--- config.mk ---
export PLATFORM = sky130hd
export DESIGN_NAME = sram_arbiter
export DESIGN_NICKNAME = d
export VERILOG_FILES = /design/src/rtl/sram_arbiter.sv
export SDC_FILE = /design/constraint.sdc
export NUM_CORES = 1
export LEC_CHECK = 0
export ABC_AREA = 1
export CAP_MARGIN = 20
export CORE_ASPECT_RATIO = 1.5
export CORE_UTILIZATION = 38
export DETAILED_ROUTE_END_ITERATION = 12
export GPL_TIMING_DRIVEN = 0
export PLACE_DENSITY = 0.87
export SETUP_SLACK_MARGIN = 0.1
export SYNTH_ARGS = -nofsm -noshare
export SYNTH_HDL_FRONTEND = slang
export SYNTH_SLANG_ARGS = --single-unit
--- constraint.sdc ---
create_clock -name clk -period 1.47 [get_ports clk]
set_input_delay 0.441 -clock clk [delete_from_list [all_inputs] [get_ports clk]]
set_output_delay 0.441 -clock clk [all_outputs]
set_load 0.02 [all_outputs]
--- src/rtl/sram_arbiter.sv ---
// Two-port round-robin arbiter/sequencer in front of the mem load/store unit.
// Optional define SRAM_ARB_FIXED_PRIO_EN makes port 0 win every tie.
module sram_arbiter #(
  parameter int ACCESS_CYCLES = 2,
  parameter int ADDR_BUS      = 32,
  parameter int DATA_BUS      = 32
) (
  input  logic                clk,
  input  logic                rst_n,
  input  logic                req0_i,
  input  logic                req1_i,
  input  logic                we0_i,
  input  logic                we1_i,
  input  logic [ADDR_BUS-1:0] addr0_i,
  input  logic [ADDR_BUS-1:0] addr1_i,
  input  logic [3:0]          width0_i,
  input  logic [3:0]          width1_i,
  input  logic [DATA_BUS-1:0] wdata0_i,
  input  logic [DATA_BUS-1:0] wdata1_i,
  output logic                gnt0_o,
  output logic                gnt1_o,
  output logic                done0_o,
  output logic                done1_o,
  output logic [DATA_BUS-1:0] rdata0_o,
  output logic [DATA_BUS-1:0] rdata1_o,
  output logic                err0_o,
  output logic                err1_o,
  output logic                mem_ce_o,
  output logic                mem_we_o,
  output logic [ADDR_BUS-1:0] mem_addr_o,
  output logic [3:0]          mem_width_o,
  output logic [DATA_BUS-1:0] mem_data_o,
  input  logic [DATA_BUS-1:0] mem_data_i,
  output logic [1:0]          dbg_state_o
);

  localparam logic [DATA_BUS-1:0] ZERO_WORD = '0;
  localparam logic [3:0]          CNT_LOAD  = 4'(ACCESS_CYCLES - 1);

  // Handshake: a requester holds reqN and its fields stable until gntN pulses;
  // doneN pulses once per granted transaction, and reqN may drop in that cycle.
  typedef enum logic [1:0] {IDLE = 2'd0, ACCESS = 2'd1, DONE = 2'd2} state_t;

  state_t              state, state_nxt;
  logic [3:0]          cnt;
  logic                last;
  logic                win;
  logic                lat_we;
  logic [ADDR_BUS-1:0] lat_addr;
  logic [3:0]          lat_width;
  logic [DATA_BUS-1:0] lat_wdata;
  logic                legal_q;

  logic                any_req;
  logic                tie_pick;
  logic                pick;
  logic                pick_we;
  logic [ADDR_BUS-1:0] pick_addr;
  logic [3:0]          pick_width;
  logic [DATA_BUS-1:0] pick_wdata;
  logic                pick_legal;

  function automatic logic is_legal(input logic [3:0] width, input logic [1:0] lsb);
    case (width)
      4'd1:    is_legal = 1'b1;
      4'd2:    is_legal = (lsb[0] == 1'b0);
      4'd4:    is_legal = (lsb == 2'b00);
      default: is_legal = 1'b0;
    endcase
  endfunction

`ifdef SRAM_ARB_FIXED_PRIO_EN
  assign tie_pick = 1'b0;
`else
  assign tie_pick = ~last;
`endif

  assign any_req    = req0_i | req1_i;
  // With a single requester it wins outright; ~req0 selects port 1 in that case.
  assign pick       = (req0_i & req1_i) ? tie_pick : ~req0_i;
  assign pick_we    = pick ? we1_i    : we0_i;
  assign pick_addr  = pick ? addr1_i  : addr0_i;
  assign pick_width = pick ? width1_i : width0_i;
  assign pick_wdata = pick ? wdata1_i : wdata0_i;
  assign pick_legal = is_legal(pick_width, pick_addr[1:0]);

  always_ff @(posedge clk or negedge rst_n) begin
    if (!rst_n) begin
      state     <= IDLE;
      cnt       <= 4'd0;
      last      <= 1'b1;
      win       <= 1'b0;
      lat_we    <= 1'b0;
      lat_addr  <= '0;
      lat_width <= 4'd0;
      lat_wdata <= '0;
      legal_q   <= 1'b0;
      gnt0_o    <= 1'b0;
      gnt1_o    <= 1'b0;
      rdata0_o  <= ZERO_WORD;
      rdata1_o  <= ZERO_WORD;
    end else begin
      state  <= state_nxt;
      gnt0_o <= 1'b0;
      gnt1_o <= 1'b0;
      case (state)
        IDLE: begin
          if (any_req) begin
            win       <= pick;
            lat_we    <= pick_we;
            lat_addr  <= pick_addr;
            lat_width <= pick_width;
            lat_wdata <= pick_wdata;
            legal_q   <= pick_legal;
            cnt       <= CNT_LOAD;
            gnt0_o    <= ~pick;
            gnt1_o    <= pick;
          end
        end
        ACCESS: begin
          if (cnt == 4'd0) begin
            if (!legal_q) begin
              if (win) rdata1_o <= ZERO_WORD;
              else     rdata0_o <= ZERO_WORD;
            end else if (!lat_we) begin
              if (win) rdata1_o <= mem_data_i;
              else     rdata0_o <= mem_data_i;
            end
          end else begin
            cnt <= cnt - 4'd1;
          end
        end
        DONE: last <= win;
        default: ;
      endcase
    end
  end

  always_comb begin
    state_nxt = state;
    case (state)
      IDLE:    if (any_req) state_nxt = ACCESS;
      ACCESS:  if (cnt == 4'd0) state_nxt = DONE;
      DONE:    state_nxt = IDLE;
      default: state_nxt = IDLE;
    endcase
  end

  // An illegal request still occupies the access window, but never strobes mem.
  assign mem_ce_o    = (state == ACCESS) && legal_q;
  assign mem_we_o    = mem_ce_o & lat_we;
  assign mem_addr_o  = mem_ce_o ? lat_addr  : '0;
  assign mem_width_o = mem_ce_o ? lat_width : 4'd0;
  assign mem_data_o  = mem_ce_o ? lat_wdata : '0;

  assign done0_o     = (state == DONE) && !win;
  assign done1_o     = (state == DONE) && win;
  assign err0_o      = done0_o && !legal_q;
  assign err1_o      = done1_o && !legal_q;
  assign dbg_state_o = state;

endmodule

======== Word-level counts from Yosys, hierarchy flattened ========
Cells that the tools add are included.
word-level totals
  register bits ........................... 144
  bits in latches ......................... 0
  bits in writable memories ............... 0
  memory bits (read-only) ................. 0
  input bits .............................. 174
  memories kept ........................... 0
operators by class
  $add $sub $neg .......................... 1
  multipliers ............................. 0
  divide/modulo/power cells ............... 0
  magnitude comparators ................... 0
  equal/unequal tests ..................... 11
  shift-type cells ........................ 0
  multiplexer cells ....................... 27
  bitwise gates (word level) .............. 7
  reduce and logical (&&, ||, !) cells .... 18
operator list
  operator                                                             number
  32-bit 2-to-1 mux                                                    12
  4-bit 2-to-1 mux                                                     4
  5-bit AND reduction                                                  2
  2-bit != test (second input constant)                                4
  4-bit case mux with 2 select lines                                   1
  1-bit 2-to-1 mux                                                     6
  2-bit nonzero test                                                   3
  1-bit logical AND                                                    5
  4-bit by 1-bit == test with 1-bit output (second input constant)     1
  4-bit by 2-bit == test with 1-bit output (second input constant)     1
  4-bit by 3-bit == test with 1-bit output (second input constant)     1
  2-bit zero test                                                      2
  4-bit zero test                                                      1
  2-bit 2-to-1 mux                                                     2
  2-bit by 1-bit != test with 1-bit output (second input constant)     2
  1-bit NOT                                                            4
  2-bit case mux with 2 select lines                                   1
  2-bit AND reduction                                                  2
  4-bit by 1-bit subtractor with 4-bit output (second input constant)  1
  1-bit case mux with 3 select lines                                   1
  3-bit AND reduction                                                  1
  1-bit bitwise AND                                                    2
  2-bit by 1-bit == test with 1-bit output (second input constant)     1
  2-bit == test (second input constant)                                1
  other kinds (2)                                                      3

======== Longest topological paths before layout ========
  word-level depth ........................ 5
  mapped depth ............................ 10
  gate-level depth less buffers ........... 9

======== Least setup slack after synthesis ========
No wires, ideal clock.
  kind .................................... reg-to-output
  start point ............................. reg state[0], in the netlist dbg_state_o[0]
  end point ............................... out mem_data_o[11]
  arrival time ............................ 1.788 ns
  data required time ...................... 1.029 ns
  path slack .............................. -0.759 ns
  stages on the path, launching flop included .. 9
  cells stage by stage .................... dfrtp_1 > inv_1 > nor2_4 > inv_2 > nor2_1 > inv_2 > buf_2 > buf_2 > nor2_1
between the ends
  longest elaborated chain between the ends .. 3
RTL lines
  item                                      RTL line  RTL
  start: declaration                        44        state_t state, state_nxt;
  start signal: assignment                  103       state <= state_nxt;
  2-bit by 1-bit == test with 1-bit output  150       assign mem_ce_o = (state == ACCESS) && legal_q;
  1-bit logical AND                         150
  net mem_ce_o                              28        output logic mem_ce_o,
  32-bit 2-to-1 mux                         154       assign mem_data_o = mem_ce_o ? lat_wdata : '0;
  end: declaration                          32        output logic [DATA_BUS-1:0] mem_data_o,
The timed path passes the listed nets, and every way through them passes these cells.

======== Worst setup path in the final report ========
  start point ............................. reg state[1], in the netlist dbg_state_o[1]
  end point ............................... out mem_data_o[24]
between the ends
  longest elaborated chain between the ends .. 3
RTL lines
  item                                      RTL line
  2-bit by 1-bit == test with 1-bit output  150
  1-bit logical AND                         150
  32-bit 2-to-1 mux                         154
No other way between the ends.

==> summary.md <==
| Metric | Value |
|---|---|
| RSZ-0062 raised after global routing | true |
| Yosys reg bits | 144 |
| Final HPWL DP | 16600 um |
| Final setup fails | 197 |
| Vias | 7590 |
| Diodes inserted | 0 |
| Mapped Area | 0.00672 mm^2 |
| Switching pwr | 10.3 mW |
| Slowest stage cell, crit path | dfrtp_2 |
| Die X | 111 um |
| Register-to-register setup slack | -0.45 ns |
| Critical Path RT | 1.03 ns |
| Combinational power share | 58.8% |
| I/O Pins | 316 |
| GR Util All Layers | 27.6% |
| Critical path fanouts, max | 7 |
| Crit start category | flip-flop |
| Clk sinks | 144 |
| Commonest non-fill, non-tap cells in the layout | 170 x clkdlybuf4s50_1, 140 x dfrtp_1, 113 x buf_4 |
| Post-synth net total | 963 |
| Most frequent CP cell | nor2_4 |
| Initial core utilization | 38.7% |
| Largest area contributor in the netlist | dfrtp_1 |
| Post-CTS Hold Fix Bufs | 0 |
| Worst path max stage delay | 0.42 ns |
| Slew HR | 53.3% |
| Worst-path cell chain | nor2_4 -> inv_4 -> nor2_4 -> inv_6 -> buf_12 -> buf_16 -> nor2_4 -> buf_6 |
| Hold Slack | 0.0268 ns |
| Ys Warns | 0 |
| Endpoint type of the worst setup path | primary output |
| Number of I/O port buffers | 314 |
| Clock Skew | 0.00807 ns |
| Sequential area share after synthesis | 53.7% |
| Cell variety after synth | 26 |
| DR vias/cell | 5.16 |
| Leak | 6.23 nW |
| Placer Congestion | 0.825 |
| Initial antenna violation count | 0 |
| Worst-path clk slew | 0.06 ns |
| Top cell type's share of synthesized area | 53.3% |
| Die Area | 0.0182 mm^2 |
| Clock Tree Root | clkbuf_16 |
| Critical path class | reg -> out |
| Synth Flop Type | dfrtp_1 |
| Switching Fraction | 39.8% |
| Clock network power share | 16.2% |
| Outcome | complete, but fails checks |
| Setup ws final | -0.786 ns |
| Failing checks | negative setup slack |
| R2R cell count | 11 |
| Core area | 0.0173 mm^2 |
| FF-to-FF End | rdata0_o[10] |
| DRT Wirelength | 28600 um |
| Post-synth EDFFs | 0 |
| Power per cell area | 1910 mW/mm^2 |
| Drt pass-1 iters | 6 |
| Wire per inst | 19.4 um |
| Slew Limit Fails | 0 |
| Clock Tree Buf Depth | 2 |
| Max-cap violations | 0 |
| Worst vdd ir | 1.27 mV |
| Top area cells in the synthesized netlist | dfrtp_1 53%, nor2_1 8.2%, nand2_1 7.4%, o22ai_1 5.8%, o21ai_2 5.3% |
| Core Rows | 59 |
| Area grow syn2layout | 102% |
| Clk Latency, worst-skew pair | 0.41 ns |
| Vias in the first global route | 7715 |
| Sequential share of power | 24.9% |
| Global-route wire length before repair | 39000 um |
| Pin count of the biggest net entering global routing | 76 |
| Starting DRC count in detailed routing | 427 |
| Syn_area_per_cell | 8.52 um^2 |
| Max Fclk | 0.443 GHz |
| Setup_tns | -78.74 ns |
| DRC | 0 |
| Crit Reg-Reg Startpoint | dbg_state_o[1] |
| TritonCTS clock tree | done |
| Commonest non-fill, non-tap cell in the layout | clkdlybuf4s50_1 |
| Post-synthesis cell count | 788 |
| H-tree levels | 4 |
| Die Y | 165 um |
| Nets@finish | 1421 |
| Grt total ovfl | 0 |
| Asr flop ratio synth | 100% |
| CTS buffer count | 17 |
| Tcrit/Tclk final | 153% |
| CP arrival | 1.82 ns |
| Hold Path Class | in -> async |
| Layout cells sized above 1 | 43.8% |
| Internal Power | 15.6 mW |
| Post-DRT Antenna Nets | 0 |
| Final Hold Vio Count | 0 |
| Fin crit period | 2.26 ns |
| Worst-Margin Slew | 0.700 ns |
## final cells by class
type	count	area, um^2
buffer	53	806
sequential	144	3610
clock buffer	18	439
tap	213	267
fill	1044	3810
clock inverter	14	131
timing repair buffer	437	4740
multi-input combinational	506	3190
inverter	87	352
## sequential cells by signal, indices dropped and copies added (netlist names)
name         count
last             1
win              1
gnt0_o           1
cnt              4
lat_wdata       32
gnt1_o           1
legal_q          1
lat_addr        32
rdata1_o        32
lat_we           1
dbg_state_o      2
lat_width        4
rdata0_o        32
## cells by family (layout without fill, tap and decap cells)
family / Yosys count / count (layout) / share of synthesized area [%]
AOI/OAI and AO/OA: 203 / 203 / 18.6
adders and majority gates: 1 / 1 / 0.186
buffers and inverters: 140 / 609 / 9.59
DFF: 144 / 144 / 53.7
and+or+nand+nor: 300 / 302 / 17.9
## worst max-delay path: cells and delay by family (launching register included)
family        cells  cell delay (ns)
buf+inv           5             0.57
flops             1             0.42
simple gates      3             0.40
## cells in the mapped netlist, types with 2 or more instances
cell type  instances
a21oi_1            4
buf_2             17
buf_4              6
buf_6             10
clkbuf_1          20
dfrtp_1          143
inv_1             84
inv_2              2
nand2_1          133
nand2_4            2
nand3_1            8
nand3b_1           2
nor2_1           146
nor2_4             2
nor3_1             4
o21ai_0           71
o21ai_1           23
o21ai_2           41
o21bai_1           2
o22ai_1           62
## how the worst max path moves through the flow
stage	slack (ns)	cells after the start	end	startpoint
5_1_grt	-0.84	8	mem_data_o[24]	dbg_state_o[1]
3_3_place_gp	-6.44	1	dbg_state_o[1]	rst_n
6_report	-0.79	8	mem_data_o[24]	dbg_state_o[1]
3_5_place_dp	-0.98	8	mem_data_o[23]	legal_q
2_1_floorplan	-0.37	7	mem_addr_o[13]	dbg_state_o[0]
4_1_cts	-0.80	8	mem_data_o[24]	dbg_state_o[1]
## timing repair
item	in CTS	in global routing
gates resized for setup	937	161
pin swaps	25	47
endpoints found under the setup margin	282	283
cloned	21	14
buffers inserted	70	22
## metrics by stage
stage / instance area (um^2) / util [%] / cells / power, mW / setup slack (ns)
after floorplan: 7170 / - / 788 / 12.3 / -0.375
after global placement: 10600 / 61.0 / 1315 / 15.9 / -6.44
after detailed placement: 10600 / 61.2 / 1316 / 16.1 / -0.985
after CTS: 12700 / 72.9 / 1439 / 23.6 / -0.798
after global routing: 13500 / 78.0 / 1472 / 27.1 / -0.837
final: 13500 / 78.0 / 1472 / 25.9 / -0.786
## per-layer routing
| layer | global-route usage, % | up-vias | wire (um) |
|---|---|---|---|
| met2 | 53.4 | 375 | 16300 |
| met5 | 0 | - | 0 |
| met4 | 14.5 | 0 | 1430 |
| li1 | - | 3486 | - |
| met1 | 27.9 | 3629 | 9600 |
| met3 | 5.43 | 100 | 1290 |
## power by group through the flow
stage / sequential, mW / combinational, mW / clock [mW]
after floorplan: 6.88 / 5.45 / 0
final: 6.45 / 15.2 / 4.20
after CTS: 6.33 / 13.1 / 4.22
after detailed placement: 6.33 / 9.81 / 0
after global routing: 6.59 / 16.1 / 4.41
after global placement: 6.28 / 9.60 / 0
Note: power is estimated with default switching activity, not from simulation.
